==> src/rtl/enc_filter_ctrl.sv <==
// enc_filter_ctrl: quadrature encoder front end. Glitch-filters A/B/Z with one shared
//   run-time constant K, sequences K reloads (RUN -> LOAD -> SETTLE) so a reload never
//   produces counts, and decodes filtered A/B into a wrapping position with index capture.
// Latency: a clean pin change sampled at edge 1 reaches pos/dir/err/idx_valid at edge K+4.
// Backpressure: cfg_ready is high only in RUN; cfg_valid must be held until accepted.
// Ports: clk/rst (sync, active-high); chn_a/chn_b/chn_z raw pins; cfg_valid/cfg_const/
//   cfg_ready constant load handshake; err_clr clears err; pos/dir position and direction;
//   idx_pos/idx_valid index capture; err sticky illegal-transition flag.
// Optional: define ENC_INDEX_CLR_EN to zero pos on a filtered Z rising edge in RUN.
module enc_filter_ctrl #(
  parameter int CNT_W       = 16,
  parameter int FLT_W       = 8,
  parameter int FLT_DEFAULT = 5
) (
  input  logic             clk,
  input  logic             rst,
  input  logic             chn_a,
  input  logic             chn_b,
  input  logic             chn_z,
  input  logic             cfg_valid,
  input  logic [FLT_W-1:0] cfg_const,
  output logic             cfg_ready,
  input  logic             err_clr,
  output logic [CNT_W-1:0] pos,
  output logic             dir,
  output logic [CNT_W-1:0] idx_pos,
  output logic             idx_valid,
  output logic             err
);

  typedef enum logic [1:0] {ST_RUN, ST_LOAD, ST_SETTLE} state_t;

  localparam logic [FLT_W:0] RUN_ONE = (FLT_W+1)'(1);

  // Channel bit order everywhere: [2]=A, [1]=B, [0]=Z.
  logic [2:0]            sync1_q, sync2_q;
  logic [2:0]            last_q;
  logic [2:0]            filt_q, filt_d;
  logic [2:0][FLT_W:0]   run_q, run_d;
  logic [FLT_W-1:0]      k_q;
  logic [FLT_W:0]        k_plus1;
  logic [FLT_W:0]        settle_q;
  state_t                state_q;
  logic                  cfg_ready_q;
  logic [1:0]            prev_ab_q;
  logic                  z_prev_q;
  logic [CNT_W-1:0]      pos_q, idx_pos_q;
  logic                  dir_q, idx_valid_q, err_q;

  logic [1:0]            g_prev, g_cur, delta;
  logic                  z_rise;

  // Run counters are one bit wider than K so they can hold K+1 even for K=2^FLT_W-1.
  assign k_plus1 = {1'b0, k_q} + RUN_ONE;

  always_comb begin
    run_d  = run_q;
    filt_d = filt_q;
    for (int i = 0; i < 3; i++) begin
      if (state_q == ST_LOAD) begin
        run_d[i]  = '0;
        filt_d[i] = filt_q[i];
      end else begin
        if (sync2_q[i] != last_q[i]) begin
          run_d[i] = RUN_ONE;
        end else if (run_q[i] < k_plus1) begin
          run_d[i] = run_q[i] + RUN_ONE;
        end else begin
          run_d[i] = run_q[i];
        end
        if (run_d[i] >= k_plus1) begin
          filt_d[i] = sync2_q[i];
        end
      end
    end
  end

  // Map the Gray pair to a 2-bit phase; the phase difference mod 4 gives the step:
  // 1 = up, 3 = down, 2 = both bits flipped (illegal), 0 = no movement.
  assign g_prev = {prev_ab_q[1], prev_ab_q[1] ^ prev_ab_q[0]};
  assign g_cur  = {filt_q[2], filt_q[2] ^ filt_q[1]};
  assign delta  = g_cur - g_prev;
  assign z_rise = filt_q[0] & ~z_prev_q;

  always_ff @(posedge clk) begin
    // Synchronizers are deliberately outside reset so pin levels present during reset
    // are already settled when the filters start counting.
    sync1_q <= {chn_a, chn_b, chn_z};
    sync2_q <= sync1_q;

    if (rst) begin
      state_q     <= ST_SETTLE;
      k_q         <= FLT_W'(FLT_DEFAULT);
      settle_q    <= '0;
      cfg_ready_q <= 1'b0;
      last_q      <= '0;
      filt_q      <= '0;
      run_q       <= '0;
      prev_ab_q   <= '0;
      z_prev_q    <= 1'b0;
      pos_q       <= '0;
      dir_q       <= 1'b0;
      idx_pos_q   <= '0;
      idx_valid_q <= 1'b0;
      err_q       <= 1'b0;
    end else begin
      last_q      <= sync2_q;
      run_q       <= run_d;
      filt_q      <= filt_d;
      prev_ab_q   <= filt_q[2:1];
      z_prev_q    <= filt_q[0];
      idx_valid_q <= 1'b0;
      err_q       <= err_q & ~err_clr;

      case (state_q)
        ST_RUN: begin
          if (cfg_valid && cfg_ready_q) begin
            k_q         <= cfg_const;
            state_q     <= ST_LOAD;
            cfg_ready_q <= 1'b0;
          end
          if (z_rise) begin
            idx_pos_q   <= pos_q;
            idx_valid_q <= 1'b1;
          end
          case (delta)
            2'd1: begin
              pos_q <= pos_q + CNT_W'(1);
              dir_q <= 1'b1;
            end
            2'd3: begin
              pos_q <= pos_q - CNT_W'(1);
              dir_q <= 1'b0;
            end
            2'd2:    err_q <= 1'b1;
            default: ;
          endcase
`ifdef ENC_INDEX_CLR_EN
          // Index clear wins over a step landing in the same cycle.
          if (z_rise) begin
            pos_q <= '0;
          end
`endif
        end
        ST_LOAD: begin
          state_q  <= ST_SETTLE;
          settle_q <= '0;
        end
        ST_SETTLE: begin
          // K+2 cycles: K+1 to refill the cleared filters, one more so prev_ab sees them.
          if (settle_q == k_plus1) begin
            state_q     <= ST_RUN;
            cfg_ready_q <= 1'b1;
          end else begin
            settle_q <= settle_q + RUN_ONE;
          end
        end
        default: state_q <= ST_SETTLE;
      endcase
    end
  end

  assign cfg_ready = cfg_ready_q;
  assign pos       = pos_q;
  assign dir       = dir_q;
  assign idx_pos   = idx_pos_q;
  assign idx_valid = idx_valid_q;
  assign err       = err_q;

endmodule
==> config.mk <==
export PLATFORM = sky130hd
export DESIGN_NAME = enc_filter_ctrl
export DESIGN_NICKNAME = d
export VERILOG_FILES = /design/src/rtl/enc_filter_ctrl.sv
export SDC_FILE = /design/constraint.sdc
export NUM_CORES = 1
export LEC_CHECK = 0
export BUFFER_PORTS_ARGS = -buffer_cell sky130_fd_sc_hd__buf_4
export CAP_MARGIN = 20
export CORE_MARGIN = 5
export CORE_UTILIZATION = 60
export DETAILED_ROUTE_END_ITERATION = 12
export PLACE_DENSITY = 0.8
export SYNTH_ARGS = -nofsm -noshare
export SYNTH_HDL_FRONTEND = slang
export SYNTH_SLANG_ARGS = --single-unit
export TNS_END_PERCENT = 30
==> constraint.sdc <==
create_clock -name clk -period 6.1 [get_ports clk]
set_clock_uncertainty 0.2 [all_clocks]
set_input_delay 0.61 -clock clk [delete_from_list [all_inputs] [get_ports clk]]
set_output_delay 0.61 -clock clk [all_outputs]
set_load 0.005 [all_outputs]
# Word-level counts from Yosys, hierarchy flattened

Cells that the tools add are included.

Add/subtract/negate cells: 8
Order comparisons: 6
Equal/unequal tests: 12
Mux-type cells: 22
Bitwise gates (word level): 8
Reduce and logical (&&, ||, !) cells: 16

Operator list:

| cell                    | count |
|---|---|
| $mux W9                 | 10 |
| $add A9 B1 Y9 const B   | 4 |
| $pmux W16 S2            | 1 |
| $ge A9 B9 Y1            | 3 |
| $lt A9 B9 Y1            | 3 |
| $pmux W9 S2             | 1 |
| $add A16 B1 Y16 const B | 1 |
| $reduce_and A2 Y1       | 8 |
| $sub A16 B1 Y16 const B | 1 |
| $add A8 B1 Y9 const B   | 1 |
| $eq A9 B9 Y1            | 1 |
| $eq A2 B2 Y1 const B    | 3 |
| $ne A2 B2 Y1 const B    | 3 |
| $reduce_bool A2 Y1      | 3 |
| $mux W1                 | 5 |
| $eq A2 B1 Y1 const B    | 2 |
| $mux W2                 | 2 |
| $not A1 Y1              | 4 |
| $pmux W1 S2             | 2 |
| $pmux W2 S2             | 1 |
| $reduce_or A2 Y1        | 2 |
| $ne A1 B1 Y1            | 3 |
| $reduce_and A3 Y1       | 1 |
| $and A1 B1 Y1           | 2 |
| other kinds (4)         | 5 |

Register bits after elaboration: 97
Output and inout bits: 36

# Logic depth before layout (Yosys ltp)

Gate-level depths: netlist of the first run.

Depth in word-level cells: 7
Gate-level depth with buffers: 21
Mapped depth without buffers: 20

# Least setup slack after synthesis of the first run

Ideal clock, no wire load.

Path type: register to register
Start point: reg k_q[1]
End point: reg filt_q[1]
Arrival: 4270 ps
Required time: 5785 ps
Path slack: 1516 ps
Stages on the path, launching flop included: 22
Cell sequence: dfxtp_1 -> ha_1 -> xnor2_1 -> ha_1 -> a21oi_1 -> nand2_1 -> maj3_1 -> o211ai_2 -> a32oi_2 -> or2_1 -> buf_6 -> xor2_1 -> and2_1 -> ha_1 -> nand2b_1 -> a21o_1 -> a21o_1 -> a211oi_1 -> o21ai_0 -> a211oi_1 -> nor3b_1 -> o21a_1

Word-level cells in the longest chain between the ends: 7

RTL lines:

| element                         | line | text |
|---|---|---|
| start, declared                 | 40   | `logic [FLT_W-1:0] k_q;` |
| start signal, assigned          | 93   | `k_q <= FLT_W'(FLT_DEFAULT);` |
| start signal, assigned          | 118  | `k_q <= cfg_const;` |
| $add A8 B1 Y9 (*)               | 54   | `assign k_plus1 = {1'b0, k_q} + RUN_ONE;` |
| $lt A9 B9 Y1                    | 66   | `end else if (run_q[i] < k_plus1) begin` |
| $mux W9                         | 66   |  |
| $mux W9                         | 64   | `if (sync2_q[i] != last_q[i]) begin` |
| $mux W9                         | 60   | `if (state_q == ST_LOAD) begin` |
| $ge A9 B9 Y1 (*)                | 71   | `if (run_d[i] >= k_plus1) begin` |
| $reduce_and A2 Y1 (no line) (*) | n/a  |  |
| end signal, assigned            | 109  | `filt_q <= filt_d;` |
| end, declared                   | 38   | `logic [2:0] filt_q, filt_d;` |

Every way passes the cells marked *; elsewhere a longest branch is shown, timed or not. The select of a mux whose other input is x is not followed.
A chain may end at the register's enable or synchronous reset.

# Worst setup path in the final report of the first run

Start point: reg k_q[0]
End point: reg filt_q[1]

Same word-level chain as after synthesis.

==> flow_metrics.py, run 1 <==
metrics = {
    "floorplanning": {
        "die_x_um": 109.1,
        "start_util_pct": 60.88,
        "rows": 36,
        "ios": 51,
        "core_um2": 9684,
        "die_y_um": 109.1,
        "die_area_um2": 11910,
    },
    "worst_hold_path": {
        "hold_class": "in -> reg",
        "holdCritStartpoint": "chn_b",
        "whs_path_depth": 1,
        "min_to": "sync1_q[1]",
    },
    "route": {
        "drc": 0,
        "vias": 5249,
        "drtIter0Drc": 326,
        "wl_um": 14080,
        "first_pass_iters": 5,
        "routedWlPerCell_um": 15.78,
        "viasPerCell": 5.885,
        "ant_nets": 0,
    },
    "clock_tree": {
        "clock_latency_ps": 380,
        "root_buffer": "clkbuf_8",
        "clockBufferDepth": 2,
        "numCtsBuffers": 9,
        "htree_levels": 3,
        "ctsHoldBuffers": 0,
        "cts.clk_slew.worst_paths_ps": 90,
        "cts_num_sinks": 97,
        "post_cts_buffers": 0,
        "ctsResizeCount": 0,
        "cts_tree": "done",
    },
    "worst_setup_path": {
        "worst_path_max_delay_cell": "dfxtp_1",
        "r2r_slack_ps": 1060,
        "r2r-end": "filt_q[1]",
        "crit_path_frequent_cell": "ha_1",
        "worst_r2r_path_depth": 21,
        "critPathKind": "reg -> reg",
        "critPathArrivalTime_ps": 5130,
        "required_ps": 6190,
        "crit_path_cell_trace": "ha_1 > xnor2_1 > buf_4 > ha_1 > a21oi_1 > nand2_1 > maj3_1 > o211ai_2 > a32oi_2 > or2_1 > xor2_1 > and2_1 > ha_1 > nand2b_1 > a21o_1 > a21o_1 > a211oi_1 > o21ai_0 > a211oi_1 > nor3b_1 > o21a_1",
        "path_max_fanout": 11,
        "crit_buf_inv": 1,
        "critPathTopFamily": "compound AO/OA/AOI/OAI gates",
        "worst_setup_path_start_kind": "flip-flop",
        "cp-end-kind": "flip-flop",
        "rr_startpoint": "k_q[0]",
        "max_stage_delay_ps": 510,
    },
    "finish": {
        "layoutNonFillerInstCount": 892,
        "final_common_cell": "dfxtp_1",
        "layout-drive-gt1-share_pct": 12.52,
        "antenna_cells": 0,
        "nNetsFinal": 830,
        "multi_input_area_um2": 3781,
        "final_cell_mix": "dfxtp_1 (97), nand2_1 (84), nor2_1 (65), a21oi_1 (63), ha_1 (59)",
        "synthToLayoutAreaGrowth_pct": 12.05,
        "n_fill_cell": 805,
        "design_area_um2": 6606,
        "regArea_um2": 1942,
    },
    "global_route": {
        "antenna_found_initial": 0,
        "grtUsageTotal_pct": 24.98,
        "gr-total-overflow": 0,
        "grt_max_degree": 59,
        "grt_pass1_wl_um": 23910,
        "grt_pass1_vias": 5180,
    },
    "sta": {
        "postLayoutSetupSlackWorst_ps": 1062,
        "holdWs_ps": 121.4,
        "relSlewSlack_pct": 49.06,
        "period_share_pct": 82.60,
        "final.setup.tns_ps": 0,
        "rsz0062_at_grt": "false",
        "fmax_mhz": 198.5,
        "worstMarginPinSlew_ps": 760.3,
        "drv_slew": 0,
        "fin_crit_ps": 5038,
        "hold_viol": 0,
        "setup_viol": 0,
    },
    "logic_synthesis": {
        "synth_top_area_share_pct": 32.94,
        "synth_flop_cell": "dfxtp_1",
        "synthesis.nets": 786,
        "synth_seq_cells": 97,
        "yosys_warnings": 0,
        "synth_cells": 711,
        "syn_avg_cell_area_um2": 8.292,
        "post_synth_num_cell_types": 55,
        "synth_top_area_cell": "dfxtp_1",
        "async_reset_ff_share_pct": 0,
        "seq_area_frac_synth_pct": 32.94,
        "synth_area_um2": 5896,
        "synth_edf_count": 0,
        "synth_area_leaders": "dfxtp_1 (33%), ha_1 (13%), a21oi_1 (5.3%)",
    },
    "placed_design": {
        "dpl_worst_slack_ps": 1126,
        "dp_cells": 876,
        "placed_area_um2": 6396,
        "numPortBuffers": 50,
        "gp_congestion": 0.8483,
        "dp.final_hpwl_um": 10200,
    },
    "power_and_ir_drop": {
        "power.leakage_nw": 2.745,
        "vdd.ir_drop.worst_mv": 0.2221,
        "power.density_nw_per_um2": 175.7,
    },
    "flow_run": {
        "drv_cap": 0,
    },
    "run_status": {
        "outcome": "complete, no violations",
    },
}
[stage by stage]
step	power, W	util [%]
final	0.001161	68.22
after detailed placement	0.0007376	66.05
after global placement	0.0007341	66.05
after global routing	0.001205	68.22
after CTS	0.001172	68.14
after floorplan	0.0007133	-
[sequential cells by signal (all words and copies together), names as in the netlist, 8 cells and up]
| signal | count |
|---|---|
| run_q | 27 |
| k_q | 8 |
| settle_q | 9 |
| pos | 16 |
| idx_pos | 16 |
[Yosys cell counts, drive strengths merged (8+ instances only)]
library cell / number
dfxtp: 97
nand2: 84
nor2: 65
a21oi: 63
ha: 59
xnor2: 33
nand3: 31
o21ai: 28
xor2: 20
clkbuf: 19
inv: 19
o211ai: 19
nor3: 17
a21o: 13
nor2b: 13
and3: 10
o21a: 10
a211oi: 9
nor4: 9
mux2i: 8
[how the worst max path moves through the flow]
stage	from	endpoint	depth (start not counted)
floorplan	k_q[1]	filt_q[1]	21
global placement	k_q[0]	filt_q[1]	21
detailed placement	k_q[0]	filt_q[1]	21
CTS	k_q[0]	filt_q[1]	21
global route	k_q[0]	filt_q[1]	21
finish	k_q[0]	filt_q[1]	21
[power breakdown]
group	leakage, nW	internal, W	switching, W
Sequential	0.786	0.000642	0.0000131
Combinational	1.86	0.0000281	0.0000401
Clock	0.102	0.000210	0.000227
[cell families (layout without fill, tap and decap cells)]
| family | after synthesis | count (layout) | synth area share, % |
|---|---|---|---|
| buffers and inverters | 45 | 93 | 3.226 |
| AOI/OAI and AO/OA | 169 | 169 | 18.31 |
| and+or+nand+nor | 274 | 274 | 22.28 |
| DFF | 97 | 97 | 32.94 |
| adders and majority gates | 63 | 63 | 13.37 |
| xor gates and xnor gates | 53 | 53 | 8.128 |
| muxes | 10 | 10 | 1.740 |
[final cells by class]
type / instances / area share [%]
clock buffer: 11 / 2.292
clock inverter: 4 / 0.7765
inverter: 19 / 1.080
multi-input combinational: 569 / 57.23
sequential: 97 / 29.39
tap: 133 / 2.519
timing repair buffer: 59 / 6.705
[per-layer routing]
metal | vias up | wire length (um) | GRT usage [%]
li1 | 2622 | - | -
met1 | 2469 | 5885 | 29.00
met2 | 119 | 7191 | 44.91
met3 | 39 | 671 | 5.802
met4 | 0 | 330 | 8.386
met5 | - | 0 | 0
Note: power is estimated with default switching activity, not from simulation.
==> run 2: changes to the inputs <==
Settings changed: CORE_UTILIZATION 60 to 55, PLACE_DENSITY 0.8 to 0.77.
Clock period 6.1 ns to 4.3 ns, I/O delays scaled along.
==> run 2 against run 1 <==
Against the previous run: sequential power is 42% higher; count of clock-buffer cells in the layout stayed put; sequential cell count stayed put; first-iteration DRC count is 25% higher; fmax is 19% higher; sequential share of layout area is 1.8 points lower.
==> flow_metrics.py, run 2 (synthesis gave the netlist of run 1 again) <==
metrics = {
    "run_status": {
        "outcome": "complete, no violations",
    },
    "placed_design": {
        "numPortBuffers": 50,
        "dp.final_hpwl_um": 10650,
        "dp_cells": 893,
        "gp_congestion": 0.9271,
    },
    "sta": {
        "drv_slew": 0,
        "relSlewSlack_pct": 49.18,
        "worstMarginPinSlew_ps": 759.9,
        "setup_viol": 0,
        "hold_viol": 0,
        "holdWs_ps": 77.69,
        "fmax_mhz": 235.6,
        "period_share_pct": 98.71,
        "fin_crit_ps": 4245,
        "rsz0062_at_grt": "true",
    },
    "worst_setup_path": {
        "path_max_fanout": 4,
        "r2r_slack_ps": 60,
        "worst_setup_path_start_kind": "flip-flop",
        "cp-end-kind": "flip-flop",
        "critPathArrivalTime_ps": 4330,
        "required_ps": 4390,
        "critPathKind": "reg -> reg",
    },
    "power_and_ir_drop": {
        "power_frac_comb_pct": 6.7,
        "power.density_nw_per_um2": 227.5,
        "p_clk_share_pct": 35.4,
        "vdd.ir_drop.worst_mv": 0.2305,
        "seqPwrFrac_pct": 58.0,
        "p_int_w": 0.001189,
        "power.leakage_nw": 2.917,
        "swShare_pct": 25.97,
        "power_w": 0.001606,
        "power_switching_w": 0.0004173,
    },
    "finish": {
        "layoutNonFillerInstCount": 928,
        "largest_reg_flops": 27,
        "final_util_pct": 68.09,
        "regMostFlops": "run_q",
        "synthToLayoutAreaGrowth_pct": 19.76,
        "nNetsFinal": 862,
        "final_cell_mix": "dfxtp_1 (93), nand2_1 (83), buf_4 (81), nor2_1 (64), a21oi_1 (61)",
        "antenna_cells": 0,
        "layout-drive-gt1-share_pct": 19.57,
        "final_common_cell": "dfxtp_1",
    },
    "clock_tree": {
        "root_buffer": "clkbuf_8",
        "cts_tree": "done",
        "numCtsBuffers": 9,
        "clockBufferDepth": 2,
        "htree_levels": 3,
        "cts_num_sinks": 97,
        "cts.clk_slew.worst_paths_ps": 100,
        "clock_latency_ps": 390,
    },
    "floorplanning": {
        "core_um2": 10370,
        "die_y_um": 113.5,
        "start_util_pct": 56.85,
        "ios": 51,
        "die_x_um": 113.5,
        "rows": 37,
        "die_area_um2": 12890,
    },
    "route": {
        "ant_nets": 0,
        "drc": 0,
        "first_pass_iters": 5,
        "viasPerCell": 5.857,
        "routedWlPerCell_um": 16.19,
        "vias": 5435,
        "wl_um": 15030,
        "drtIter0Drc": 408,
    },
    "global_route": {
        "grt_pass1_wl_um": 24050,
        "antenna_found_initial": 0,
        "gr-total-overflow": 0,
        "grtUsageTotal_pct": 22.91,
        "grt_max_degree": 59,
        "grt_pass1_vias": 5273,
    },
    "worst_hold_path": {
        "hold_class": "in -> reg",
    },
    "flow_run": {
        "drv_cap": 0,
    },
}
## run 2: through the flow
step / worst slack, ps / TNS (ps) / instance area [um^2]
CTS: -19.22 / -19.22 / 6835
detailed placement: -178.2 / -392.1 / 6541
global placement: 32.54 / 0 / 6541
finish: 55.26 / 0 / 7061
floorplan: -3.404 / -3.404 / 5932
global route: -142.8 / -403.1 / 7061
## run 2: layout make-up
type	count	area (um^2)
multi-input combinational	569	3970
fill	864	3309
sequential	97	1947
timing repair buffer	91	716.9
tap	136	170.2
clock buffer	11	141.4
inverter	19	75.07
clock inverter	5	40.04
## run 2: layer usage
metal	global-route usage (%)	part of all wire (%)	wire length (um)
met5	0	0	0
met4	7.692	2.4	356
met3	5.517	4.4	666
met2	42.17	51	7622
met1	25.74	42	6380
## run 2: worst paths after layout
| check | start | endpoint | cells past startpoint |
|---|---|---|---|
| worst min-delay path | cfg_const[7] | k_q[7] | 3 |
| worst max-delay path | k_q[0] | filt_q[0] | 20 |
| worst min register to register | sync1_q[2] | sync2_q[2] | 0 |
| worst max register to register | k_q[0] | filt_q[0] | 20 |
## run 2: worst max-delay path: stages (launching register included)
cell and delay [ps]:
dfxtp_2 350, ha_4 180, xnor2_4 250, ha_4 250, a21oi_1 130, nand2_1 80
maj3_1 350, o211ai_1 120, a32oi_2 160, nor2_2 180, xnor2_1 170, and2_1 170
ha_1 220, nand2b_1 140, a21o_1 170, a21o_1 180, a211oi_2 220, o21ai_1 100
a211oi_2 260, nor3b_1 80, o21a_1 190
## run 2: what timing repair did
item / CTS / global route
endpoints found under the setup margin: 3 / 3
endpoints found under the hold margin: 3 / 0
hold buffers: 3 / 0
resized for setup: 9 / 28
buffers inserted: 6 / 9
pin swaps: 2 / 32
## run 2: power groups by stage
stage / combinational [W] / sequential (W) / clock [W]
3_3_place_gp: 0.0000926 / 0.000949 / 0
3_5_place_dp: 0.0000974 / 0.000950 / 0
5_1_grt: 0.000117 / 0.000934 / 0.000625
6_report: 0.000107 / 0.000931 / 0.000568
2_1_floorplan: 0.0000685 / 0.000943 / 0
4_1_cts: 0.000101 / 0.000929 / 0.000587
==> run 3: changes to the inputs <==
Settings changed: CORE_UTILIZATION 55 to 50, PLACE_DENSITY 0.77 to 0.82.
==> run 3 against run 2 <==
Against the previous run: the run now ends with negative setup slack left; critical path depth is the same; largest cell class unchanged; sequential cell count is the same; register-to-register slack got worse by 120 ps; sequential share of layout area shrank 0.44 points; design area rose by 1.6%; global-route usage fell by 1.2 points; hold slack better by 29 ps; clock power rose by 40%; first-iteration DRC count fell by 0.98%; worst setup slack got worse by 120 ps; highest routed layer unchanged; combinational power increased by 8%.
==> flow_metrics.py, run 3 (synthesis gave the netlist of run 1 again) <==
metrics = {
    "run_status": {
        "outcome": "finished with violations",
        "violations": "negative setup slack",
    },
    "power_and_ir_drop": {
        "power_switching_w": 0.0004225,
        "p_int_w": 0.001423,
        "power_frac_comb_pct": 6.3,
        "p_clk_share_pct": 43.1,
        "seqPwrFrac_pct": 50.6,
        "power.density_nw_per_um2": 257.2,
        "swShare_pct": 22.90,
        "power.leakage_nw": 2.951,
        "vdd.ir_drop.worst_mv": 0.3436,
    },
    "sta": {
        "drv_slew": 0,
        "worstMarginPinSlew_ps": 764.3,
        "setup_viol": 2,
        "fmax_mhz": 229.3,
        "hold_viol": 0,
        "final.setup.tns_ps": -95.27,
        "fin_crit_ps": 4361,
        "relSlewSlack_pct": 48.90,
        "rsz0062_at_grt": "true",
        "postLayoutSetupSlackWorst_ps": -60.66,
        "period_share_pct": 101.4,
        "holdWs_ps": 106.5,
    },
    "finish": {
        "largest_reg_flops": 27,
        "final_cell_mix": "dfxtp_1 (93), buf_4 (86), nand2_1 (83), nor2_1 (64), a21oi_1 (62)",
        "final_common_cell": "dfxtp_1",
        "design_area_um2": 7176,
        "regArea_um2": 1947,
        "nNetsFinal": 862,
        "final_util_pct": 62.58,
        "regMostFlops": "run_q",
        "multi_input_area_um2": 3994,
        "antenna_cells": 0,
        "n_fill_cell": 932,
        "layout-drive-gt1-share_pct": 19.77,
        "synthToLayoutAreaGrowth_pct": 21.71,
    },
    "global_route": {
        "grtUsageTotal_pct": 21.71,
        "gr-total-overflow": 0,
        "antenna_found_initial": 0,
        "grt_pass1_wl_um": 25720,
        "grt_max_degree": 59,
        "grt_pass1_vias": 5480,
    },
    "placed_design": {
        "placed_area_um2": 6550,
        "dp.final_hpwl_um": 10920,
        "dpl_worst_slack_ps": -167.6,
        "numPortBuffers": 50,
        "gp_congestion": 0.8788,
    },
    "worst_setup_path": {
        "max_stage_delay_ps": 340,
        "critPathKind": "reg -> reg",
        "rr_startpoint": "k_q[1]",
        "worst_setup_path_start_kind": "flip-flop",
        "crit_path_cell_trace": "ha_4 > clkinvlp_4 > ha_4 > o211ai_1 > nand2_1 > maj3_2 > o211ai_1 > a32oi_2 > nor2_2 > buf_4 > mux2i_2 > nor2_1 > ha_1 > a21o_1 > a21o_1 > a211oi_2 > o21ai_1 > a211oi_2 > nor3b_1 > o21a_1",
        "critPathArrivalTime_ps": 4410,
        "path_max_fanout": 6,
        "cp-end-kind": "flip-flop",
        "r2r-end": "filt_q[0]",
        "worst_path_max_delay_cell": "dfxtp_2",
        "required_ps": 4350,
        "r2r_slack_ps": -60,
        "worst_r2r_path_depth": 20,
    },
    "clock_tree": {
        "clock_latency_ps": 350,
        "cts_tree": "done",
        "cts.clk_slew.worst_paths_ps": 60,
        "numCtsBuffers": 9,
        "htree_levels": 3,
        "root_buffer": "clkbuf_16",
        "clockBufferDepth": 2,
        "cts_num_sinks": 97,
    },
    "route": {
        "drtIter0Drc": 404,
        "viasPerCell": 5.987,
        "vias": 5580,
        "drc": 0,
        "ant_nets": 0,
        "wl_um": 15770,
        "first_pass_iters": 7,
        "routedWlPerCell_um": 16.92,
    },
    "floorplanning": {
        "die_area_um2": 14060,
        "start_util_pct": 51.41,
        "rows": 39,
        "core_um2": 11470,
        "die_x_um": 118.6,
        "die_y_um": 118.6,
        "ios": 51,
    },
    "flow_run": {
        "drv_cap": 0,
    },
    "worst_hold_path": {
        "min_to": "k_q[7]",
        "hold_class": "in -> reg",
        "whs_path_depth": 3,
        "holdCritStartpoint": "cfg_const[7]",
    },
}
[run 3: cell count changes in the layout (fill, tap and decap cells not counted), sizes merged]
cell,change
inv,-1
clkinv,-2
bufinv,+1
clkbuf,-1
[run 3: per-stage QoR]
step           cells  power, W
2_1_floorplan    711  0.001012
3_3_place_gp     899  0.001040
3_5_place_dp     900  0.001046
4_1_cts          923  0.001845
5_1_grt          932  0.001915
6_report         932  0.001845
[run 3: worst max-delay path by stage]
stage	cells past startpoint	end	slack, ps	startpoint
finish	20	filt_q[0]	-60	k_q[1]
global placement	20	filt_q[0]	80	k_q[1]
global route	20	filt_q[1]	-240	k_q[1]
detailed placement	18	filt_q[1]	-170	k_q[1]
floorplan	20	filt_q[0]	-3	k_q[1]
CTS	20	filt_q[2]	-5	k_q[1]
[run 3: layer usage]
layer,up-vias,global-route usage (%),wire length [um]
met5,-,0,0
met4,0,7.158,347
met3,42,5.540,969
met2,213,37.76,7809
met1,2644,26.08,6645
li1,2681,-,-
[run 3: what timing repair did]
item / CTS / global route
hold endpoints to repair: 3 / 0
hold buffers: 3 / 0
pin swaps: 13 / 29
endpoints found under the setup margin: 3 / 3
buffers inserted: 7 / 8
gates resized for setup: 18 / 17
[run 3: area by class of cell]
class                      instances  share of cell area (%)
inverter                          19                   1.046
clock inverter                     3                  0.6103
timing repair buffer              91                   9.730
clock buffer                      10                   3.330
tap                              143                   2.493
sequential                        97                   27.13
multi-input combinational        569                   55.66
[run 3: power by group through the flow]
| stage | logic [W] | clock network [W] | registers (W) |
|---|---|---|---|
| 2_1_floorplan | 0.0000685 | 0 | 0.000943 |
| 3_3_place_gp | 0.0000911 | 0 | 0.000949 |
| 3_5_place_dp | 0.0000962 | 0 | 0.000950 |
| 4_1_cts | 0.000108 | 0.000807 | 0.000930 |
| 5_1_grt | 0.000130 | 0.000851 | 0.000934 |
| 6_report | 0.000116 | 0.000796 | 0.000933 |
[run 3: worst max-delay path: cells and delay by family, from the launching register on]
family	cells	cell delay, ps
simple gates	4	460
flops	1	340
compound gates	9	1440
fa+ha+maj	4	1210
buf+inv	2	370
mux	1	230
